--- config.mk ---
export PLATFORM = sky130hd
export DESIGN_NAME = cbfp0_grp_sched
export DESIGN_NICKNAME = d
export VERILOG_FILES = /design/src/rtl/cbfp0_grp_sched.sv
export SDC_FILE = /design/constraint.sdc
export NUM_CORES = 1
export LEC_CHECK = 0
export CELL_PAD_IN_SITES_DETAIL_PLACEMENT = 1
export CELL_PAD_IN_SITES_GLOBAL_PLACEMENT = 2
export CORE_UTILIZATION = 32
export DETAILED_ROUTE_END_ITERATION = 10
export PLACE_DENSITY_LB_ADDON = 0.2
export SYNTH_ARGS = -nofsm -noshare
export SYNTH_HDL_FRONTEND = slang
export SYNTH_SLANG_ARGS = --single-unit
--- constraint.sdc ---
create_clock -name clk -period 3.05 [get_ports clk]
set_clock_uncertainty 0.2 [all_clocks]
set_input_delay 0.7625 -clock clk [delete_from_list [all_inputs] [get_ports clk]]
set_output_delay 0.7625 -clock clk [all_outputs]
set_load 0.005 [all_outputs]
--- src/rtl/cbfp0_grp_sched.sv ---
`timescale 1ns/1ps
// cbfp0_grp_sched
// Sequencing controller for the CBFP stage-0 datapath. Input beats are
// grouped into GROUP_LEN-beat groups and written alternately into a two-bank
// ping-pong buffer. The running-min accumulator is cleared on the first beat
// of each group. min_fin_en fires LAT_MIN cycles after the group's last beat.
// Banks are drained in write order under scale_ready backpressure.
//
// Ports:
//   clk, rstn        clock, synchronous active-low reset
//   din_valid/ready  input beat handshake
//   scale_ready      downstream can take a read beat
//   min_clr          restart running min (first accepted beat of a group)
//   min_acc_en       accumulate accepted beat into the min
//   wr_en/bank/addr  buffer write port
//   min_fin_en       one-cycle pulse: min of bank fin_bank is valid
//   fin_bank         bank whose min just finished
//   rd_en/bank/addr  buffer read / scale strobe
//   rd_group         index of the group being drained
//   frame_done       pulse with the last read of group NUM_GROUPS-1
module cbfp0_grp_sched #(
  parameter int GROUP_LEN  = 16,
  parameter int NUM_GROUPS = 32,
  parameter int LAT_MIN    = 4
) (
  input  logic                          clk,
  input  logic                          rstn,
  input  logic                          din_valid,
  output logic                          din_ready,
  input  logic                          scale_ready,
  output logic                          min_clr,
  output logic                          min_acc_en,
  output logic                          wr_en,
  output logic                          wr_bank,
  output logic [$clog2(GROUP_LEN)-1:0]  wr_addr,
  output logic                          min_fin_en,
  output logic                          fin_bank,
  output logic                          rd_en,
  output logic                          rd_bank,
  output logic [$clog2(GROUP_LEN)-1:0]  rd_addr,
  output logic [$clog2(NUM_GROUPS)-1:0] rd_group,
  output logic                          frame_done
);

  localparam int AW = $clog2(GROUP_LEN);
  localparam int GW = $clog2(NUM_GROUPS);
  localparam int CW = $clog2(LAT_MIN + 1);

  typedef enum logic [2:0] {
    ST_EMPTY,
    ST_FILL,
    ST_WAIT_MIN,
    ST_READY,
    ST_DRAIN
  } bank_state_t;

  logic          wr_bank_reg, wr_bank_next;
  logic [AW-1:0] wr_addr_reg, wr_addr_next;
  logic          rd_bank_reg, rd_bank_next;
  logic [AW-1:0] rd_addr_reg, rd_addr_next;
  logic [GW-1:0] rd_group_reg, rd_group_next;
  logic [CW-1:0] cnt_reg, cnt_next;
  logic          fin_bank_reg, fin_bank_next;

  bank_state_t   bank_st [2];
  bank_state_t   wr_state, rd_state;
  logic          accept, wr_last, rd_last, rd_fire, fin_pulse;

  assign wr_state = bank_st[wr_bank_reg];
  assign rd_state = bank_st[rd_bank_reg];
  assign wr_last  = (wr_addr_reg == AW'(GROUP_LEN - 1));
  assign rd_last  = (rd_addr_reg == AW'(GROUP_LEN - 1));

  // Strobes are held low while reset is asserted so nothing leaks out of a
  // state that is about to be discarded.
  assign din_ready = rstn && (wr_state == ST_EMPTY || wr_state == ST_FILL);
  assign accept    = din_valid && din_ready;
  assign rd_fire   = rstn && scale_ready &&
                     (rd_state == ST_READY || rd_state == ST_DRAIN);
  // One countdown is enough: the next group needs GROUP_LEN > LAT_MIN beats
  // before it can reload it.
  assign fin_pulse = rstn && (cnt_reg == CW'(1));

  assign min_clr    = accept && (wr_state == ST_EMPTY);
  assign min_acc_en = accept;
  assign wr_en      = accept;
  assign wr_bank    = wr_bank_reg;
  assign wr_addr    = wr_addr_reg;
  assign min_fin_en = fin_pulse;
  assign fin_bank   = fin_bank_reg;
  assign rd_en      = rd_fire;
  assign rd_bank    = rd_bank_reg;
  assign rd_addr    = rd_addr_reg;
  assign rd_group   = rd_group_reg;
  assign frame_done = rd_fire && rd_last && (rd_group_reg == GW'(NUM_GROUPS - 1));

  // Per-bank lifecycle. A bank only reacts to the side currently pointing at
  // it, so write-side and read-side transitions on different banks coexist.
  for (genvar gi = 0; gi < 2; gi++) begin : g_bank
    localparam logic BANK_ID = (gi != 0);
    bank_state_t state_reg, state_next;
    logic wr_hit, rd_hit, fin_hit;

    assign wr_hit  = accept && (wr_bank_reg == BANK_ID);
    assign rd_hit  = rd_fire && (rd_bank_reg == BANK_ID);
    assign fin_hit = fin_pulse && (fin_bank_reg == BANK_ID);

    always_comb begin
      state_next = state_reg;
      case (state_reg)
        ST_EMPTY:    if (wr_hit) state_next = ST_FILL;
        ST_FILL:     if (wr_hit && wr_last) state_next = ST_WAIT_MIN;
        ST_WAIT_MIN: if (fin_hit) state_next = ST_READY;
        ST_READY:    if (rd_hit) state_next = ST_DRAIN;
        ST_DRAIN:    if (rd_hit && rd_last) state_next = ST_EMPTY;
        default:     state_next = ST_EMPTY;
      endcase
    end

    always_ff @(posedge clk) begin
      if (!rstn) state_reg <= ST_EMPTY;
      else       state_reg <= state_next;
    end

    assign bank_st[gi] = state_reg;
  end

  always_comb begin
    wr_bank_next  = wr_bank_reg;
    wr_addr_next  = wr_addr_reg;
    rd_bank_next  = rd_bank_reg;
    rd_addr_next  = rd_addr_reg;
    rd_group_next = rd_group_reg;
    cnt_next      = cnt_reg;
    fin_bank_next = fin_bank_reg;

    // Addresses wrap naturally because GROUP_LEN is a power of two.
    if (accept) begin
      wr_addr_next = wr_addr_reg + 1'b1;
      if (wr_last) wr_bank_next = ~wr_bank_reg;
    end

    if (rd_fire) begin
      rd_addr_next = rd_addr_reg + 1'b1;
      if (rd_last) begin
        rd_bank_next  = ~rd_bank_reg;
        rd_group_next = (rd_group_reg == GW'(NUM_GROUPS - 1)) ? '0 : rd_group_reg + 1'b1;
      end
    end

    if (accept && wr_last) begin
      cnt_next      = CW'(LAT_MIN);
      fin_bank_next = wr_bank_reg;
    end else if (cnt_reg != '0) begin
      cnt_next = cnt_reg - 1'b1;
    end
  end

  always_ff @(posedge clk) begin
    if (!rstn) begin
      wr_bank_reg  <= 1'b0;
      wr_addr_reg  <= '0;
      rd_bank_reg  <= 1'b0;
      rd_addr_reg  <= '0;
      rd_group_reg <= '0;
      cnt_reg      <= '0;
      fin_bank_reg <= 1'b0;
    end else begin
      wr_bank_reg  <= wr_bank_next;
      wr_addr_reg  <= wr_addr_next;
      rd_bank_reg  <= rd_bank_next;
      rd_addr_reg  <= rd_addr_next;
      rd_group_reg <= rd_group_next;
      cnt_reg      <= cnt_next;
      fin_bank_reg <= fin_bank_next;
    end
  end

endmodule

==> results.md, run 1 <==
* Outcome: complete, no violations
* Clock sinks at 25
* Largest net degree at the start of global routing at 17
* GPL Wtd Cong at 0.759
* Reg area at 502 sq um
* Yosys cell types at 45
* Met2 usage at 29.8%
* Die Area at 0.00463 sq mm
* Grt met1 use at 26.0%
* Initial Util at 34.1%
* Clock Tree Buf Depth at 2
* Complex-gate fraction of the synthesized area at 19.3%
* Synth top area cells: dfxtp_1 36%, ha_1 7.2%, mux2i_1 4.3%
* Arr. time, crit path at 2000 ps
* Max reg flops at 6
* Worst Max-Slew Pin Slew at 484 ps
* Peak Freq at 338 MHz
* Vias per Instance at 5.23
* Post-layout min period at 2960 ps
* FFs w/ async S/R, synth at 0%
* Nets at 216
* Startpoint Class: input port
* Cell Rows at 23
* Top Usage Layer GRT: met2
* Final global-route overflow total at 0
* Largest family of logic cells by synthesized area: simple AND/OR/NAND/NOR gates
* Fill count at 485
* DRT iter0 DRCs at 47
* HP Start: rd_group[4]$_SDFFE_PN0P_
* Root Driver: clkbuf_8
* H-tree depth at 1
* Register area share after synthesis at 35.9%
* Initial DRT Pass Iterations at 4
* Die W at 68.0 um
* Clk pin slew, worst setup/hold paths at 90 ps
* GRT Resource Usage Total at 19.0%
* RSZ-0062 raised after global routing: false
* Synth Area in Simple Gates at 26.1%
* Ports at 27
* Max-Cap Viols at 0
* Leading cell type in the layout, fill and taps excluded: dfxtp_1
* Number of synthesized register bits at 25
* First-pass GRT wire length at 6.50 mm
* Buffers on Ports at 26
* Hold buffers post-CTS at 0
* Layout cells sized above 1 at 15.8%
* Synth top area share at 35.9%
* Die height at 68.0 um
* Crit Path Max Fanout at 6
* # diodes at 0
* Initial antenna violation count at 0
* # setup viols final at 0
* R2R Path Start: g_bank[0].state_reg[1]$_SDFFE_PN0P_
* Commonest non-fill, non-tap cells in the layout: 24 x dfxtp_1, 22 x clkdlybuf4s50_1, 16 x buf_4
* GR Util met3 at 2.50%
* Detailed-route wire length per cell at 15.3 um
* Buf/Inv on CP at 3
* DP Wirelength at 2.99 mm
* Post-synth EDFFs at 0
* Cell count after synthesis at 161
* TNS Setup at 0 ps
* Hold_ws at 290 ps
* Post-Synth Adder-Cell Area at 7.17%
* Synth Net Count at 173
* Critical setup path kind: input port to output pin
* Critical path origin: rstn
* Worst skew pair latency at 270 ps
* Tcrit/Tclk final at 97.1%
* Area Overhead vs Synth at 34.1%
* Max incr delay on CP at 530 ps
* Post-route setup slack at 89.8 ps
* Ordered list of cells on the worst path: dlygate4sd2_1 -> buf_6 -> o211ai_4 -> a211oi_2 -> clkdlybuf4s50_1
* Primary FF master, synth: dfxtp_1
* Mean Syn Cell Area at 8.67 sq um
* Multi-input logic area at 826 sq um
* Dpl ws at -263 ps
* Synth warn at 0
* Cell area after layout at 0.00187 sq mm
* Vias at 1323
* Final WL at 3.87 mm
* Number of nets still failing antenna checks after routing at 0
* Crit path max-delay cell type: clkdlybuf4s50_1
* Multiplexer share of the synthesized area at 4.30%
* Synth area leader: dfxtp_1
* CTS tree: built
* Critical Path Sink Type: output pin
* Largest delay contributor family on the critical path: buffers and inverters
* Max Transition Viols Final at 0
* Worst min path class: flop to flop
* Core box area at 0.00409 sq mm
* Relative slew slack at 67.3%
* Cell Area, Synth at 0.00140 sq mm
* Final-report hold violation count at 0
* Area after DPL at 0.00181 sq mm
* Pwr dens at 390 mW/mm^2
* Inserted Clock Buffers at 3
* Worst path required time at 2090 ps
* Worst vdd ir at 220 uV
* Leak Pwr at 0.804 nW
* Post-route DRC violation count at 0
* Number of global-route vias before repair at 1362
* Synth Area in XOR/XNOR at 1.26%
==> metrics by stage <==
stage,util (%),cells,total power (W)
after global placement,44.3,249,0.000527
final,45.8,253,0.000730
after global routing,45.8,253,0.000781
after floorplan,-,161,0.000472
after detailed placement,44.3,249,0.000536
after CTS,45.7,253,0.000743
==> metal layers <==
metal	wire (um)	vias to the layer above
li1	-	663
met3	102	5
met1	1940	635
met4	61	0
met5	0	-
met2	1760	20
==> final timing paths <==
path                            slack [ps]                        to  cells past startpoint
worst max-delay path                    90                   min_clr                      5
worst min register to register         290  rd_group[4]$_SDFFE_PN0P_                      2
worst max register to register        1020      wr_bank$_SDFFE_PN0P_                      6
worst min-delay path                   290  rd_group[4]$_SDFFE_PN0P_                      2
==> cell type report <==
type                    instances  area share, %
multi-input cells             118           44.1
flip-flops and latches         25           26.8
repair buffers                 43           20.7
well taps                      50           3.34
inverters                      13           2.61
clock buffers                   4           2.41
==> power breakdown <==
group          leakage [nW]  switching [W]  internal (W)  total (W)
Combinational         0.578      0.0000856     0.0000798   0.000165
Clock                0.0228       0.000108     0.0000937   0.000202
Sequential            0.203      0.0000166      0.000346   0.000363
==> what timing repair did <==
item	in CTS	in global routing
resized for setup	10	1
pin swaps	1	0
buffers inserted	0	0
setup endpoints to repair	7	1
==> synthesized netlist by cell type (2+ instances only) <==
| master | count |
|---|---|
| nand4_1 | 6 |
| nor3b_1 | 2 |
| xor2_1 | 2 |
| or2_2 | 2 |
| nand2_1 | 15 |
| o31ai_1 | 4 |
| nor2_1 | 13 |
| and2_1 | 2 |
| or3_1 | 3 |
| nand3_1 | 6 |
| nor2b_1 | 2 |
| and3_1 | 2 |
| a21oi_1 | 9 |
| inv_1 | 13 |
| o21ai_0 | 4 |
| o311ai_0 | 2 |
| a311oi_1 | 3 |
| nand2b_1 | 3 |
| a211oi_1 | 2 |
| dfxtp_1 | 25 |
| o2bb2ai_1 | 2 |
| nor3_1 | 2 |
| buf_4 | 2 |
| a41o_1 | 2 |
| mux2i_1 | 6 |
| ha_1 | 8 |
==> logic make-up after synthesis <==
| family | count (synthesis) |
|---|---|
| xor gates and xnor gates | 2 |
| buffers and inverters | 18 |
| AOI/OAI and AO/OA | 36 |
| adders and majority gates | 8 |
| and+or+nand+nor | 66 |
| DFF | 25 |
| muxes | 6 |
==> tightest hold or removal path, cell delays in order, from the launching register on <==
cell and delay, ps:
dfxtp_1 330, nand2_1 60, mux2i_1 60
(Power assumes the default switching activity.)
==> run 2, diff against run 1 <==
- GPL_TIMING_DRIVEN: not set -> 0
- SLEW_MARGIN: not set -> 10
==> run 2 against run 1 <==
  * Global-route usage about the same
  * Sequential power about the same
  * Critical path depth increased by 1
  * Total power decreased by 1.1%
  * Setup slack got worse by 19 ps
  * Largest cell class unchanged
==> results.md, run 2 (same netlist as run 1, synthesis figures left out) <==
* Post-route DRC violation count at 0 (unchanged)
* Post-layout min period at 2980 ps (was 2960 ps)
* Worst path required time at 2090 ps (about the same)
* Max-Cap Viols at 0 (unchanged)
* Final Util at 45.3% (was 45.8%)
* Commonest non-fill, non-tap cells in the layout: 23 x clkdlybuf4s50_1, 18 x dfxtp_1, 14 x nand2_1 (was 24 x dfxtp_1, 22 x clkdlybuf4s50_1, 16 x buf_4)
* Ordered list of cells on the worst path: clkdlybuf4s15_2 -> nand2_2 -> nor2_4 -> nand3_2 -> nor2_1 -> clkdlybuf4s50_1 (was dlygate4sd2_1 -> buf_6 -> o211ai_4 -> a211oi_2 -> clkdlybuf4s50_1)
* Worst skew pair latency at 270 ps (about the same)
* Post-route setup slack at 70.7 ps (was 89.8 ps)
* Final global-route overflow total at 0 (unchanged)
* Area after DPL at 0.00172 sq mm (was 0.00181 sq mm)
* # setup viols final at 0 (unchanged)
* GPL Wtd Cong at 0.852 (was 0.759)
* Largest net degree at the start of global routing at 14 (was 17)
* Max Transition Viols Final at 0 (unchanged)
* Ports at 27 (unchanged)
* # diodes at 0 (unchanged)
* Dpl ws at -678 ps (was -263 ps)
* DR WL met2 at 1.78 mm (was 1.76 mm)
* Cell area after layout at 0.00185 sq mm (was 0.00187 sq mm)
* Worst vdd ir at 224 uV (was 220 uV)
* Crit path max-delay cell type: clkdlybuf4s50_1 (unchanged)
* GRT Resource Usage Total at 19.0% (about the same)
* Number of global-route vias before repair at 1347 (was 1362)
* Die Area at 0.00463 sq mm (unchanged)
* CTS tree: built (unchanged)
* Final WL at 3.79 mm (was 3.87 mm)
* RSZ-0062 raised after global routing: false (unchanged)
* Tcrit/Tclk final at 97.7% (was 97.1%)
* Detailed-route wire length per cell at 15.5 um (was 15.3 um)
* Initial DRT Pass Iterations at 4 (unchanged)
* Clock sinks at 25 (unchanged)
* Arr. time, crit path at 2020 ps (was 2000 ps)
* Root Driver: clkbuf_8 (unchanged)
* Buf/Inv on CP at 2 (was 3)
* DP Wirelength at 2.89 mm (was 2.99 mm)
* Relative slew slack at 68.6% (was 67.3%)
* Die height at 68.0 um (unchanged)
* Cell Rows at 23 (unchanged)
* WL met3 at 111 um (was 102 um)
* Met1 Wirelength at 1.86 mm (was 1.94 mm)
* Initial Util at 34.1% (unchanged)
* Max reg flops at 6 (unchanged)
* Final Non-Filler Cells at 244 (was 253)
* Hold buffers post-CTS at 0 (unchanged)
* Outcome: complete, no violations (unchanged)
* Critical Path Sink Type: output pin (unchanged)
* First-pass GRT wire length at 6.59 mm (was 6.50 mm)
* Critical setup path kind: input port to output pin (unchanged)
* Number of nets still failing antenna checks after routing at 0 (unchanged)
* Largest delay contributor family on the critical path: buffers and inverters (unchanged)
* Worst Max-Slew Pin Slew at 467 ps (was 484 ps)
* Worst min path class: flop to flop (unchanged)
* Buffers on Ports at 26 (unchanged)
* Nets at 207 (was 216)
* Clock Tree Buf Depth at 2 (unchanged)
* Startpoint Class: input port (unchanged)
* Final-report hold violation count at 0 (unchanged)
* Leading cell type in the layout, fill and taps excluded: clkdlybuf4s50_1 (was dfxtp_1)
* H-tree depth at 1 (unchanged)
* Layout cells sized above 1 at 18.0% (was 15.8%)
* Hold_ws at 279 ps (was 290 ps)
* Area Overhead vs Synth at 32.7% (was 34.1%)
* Initial antenna violation count at 0 (unchanged)
* Vias per Instance at 5.42 (was 5.23)
* Leak Pwr at 0.753 nW (was 0.804 nW)
* Core box area at 0.00409 sq mm (unchanged)
* Max incr delay on CP at 520 ps (was 530 ps)
* Crit Path Max Fanout at 5 (was 6)
* Peak Freq at 336 MHz (was 338 MHz)
* Max Used Layer: met4 (unchanged)
* Die W at 68.0 um (unchanged)
* DRT iter0 DRCs at 56 (was 47)
* Clk pin slew, worst setup/hold paths at 90 ps (about the same)
* Inserted Clock Buffers at 3 (unchanged)
* DP Cell Count at 237 (was 249)
* Pwr dens at 390 mW/mm^2 (about the same)
* Vias at 1322 (was 1323)
==> run 2: cell count changes in the layout (fill, tap and decap cells not counted), moves of 2 or more <==
cell | before | now
dlygate4sd2_1 | 4 | 1
dfxtp_1 | 24 | 18
buf_4 | 16 | 4
nor3b_1 | 2 | 0
nor3b_4 | 1 | 3
dfxtp_2 | 1 | 7
==> run 2: report_power, final <==
group,switching [W],internal [W]
Clock,0.000109,0.0000935
Combinational,0.0000852,0.0000717
Sequential,0.0000164,0.000346
Total,0.000210,0.000512
==> run 2: what timing repair did <==
item / 4_1_cts / 5_1_grt
endpoints found under the setup margin: 7 / 2
setup buffers: 3 / 0
gates cloned: 0 / 0
resized for setup: 17 / 12
hold endpoints to repair: 0 / 0
pin swaps: 2 / 1
==> run 2: path summary, 6_finish.rpt <==
path / depth (start not counted) / from / slack [ps] / end
max reg2reg: 5 / wr_bank$_SDFFE_PN0P_ / 1130 / wr_bank$_SDFFE_PN0P_
min: 1 / rd_addr[0]$_SDFFE_PN0N_ / 280 / rd_addr[0]$_SDFFE_PN0N_
min reg2reg: 1 / rd_addr[0]$_SDFFE_PN0N_ / 280 / rd_addr[0]$_SDFFE_PN0N_
max: 6 / rstn / 70 / frame_done
==> run 2: cell type report <==
class / count / area, sq um
Inverter: 13 / 48.8
Tap cell: 50 / 62.6
Buffer: 5 / 38.8
Fill cell: 484 / 2230
Timing Repair Buffer: 29 / 278
Clock buffer: 4 / 45.0
Multi-Input combinational cell: 118 / 870
Sequential cell: 25 / 509
==> run 2: through the flow <==
stage | TNS [ps] | power, W
global route | 0 | 0.000771
detailed placement | -2680 | 0.000527
finish | 0 | 0.000722
global placement | -2410 | 0.000508
floorplan | 0 | 0.000472
CTS | 0 | 0.000734
==> run 2: per-layer routing <==
metal / vias to the layer above / track usage, %
met5: - / 0
met4: 0 / 5.47
met2: 23 / 31.0
li1: 647 / -
met1: 648 / 25.5
met3: 4 / 3.17
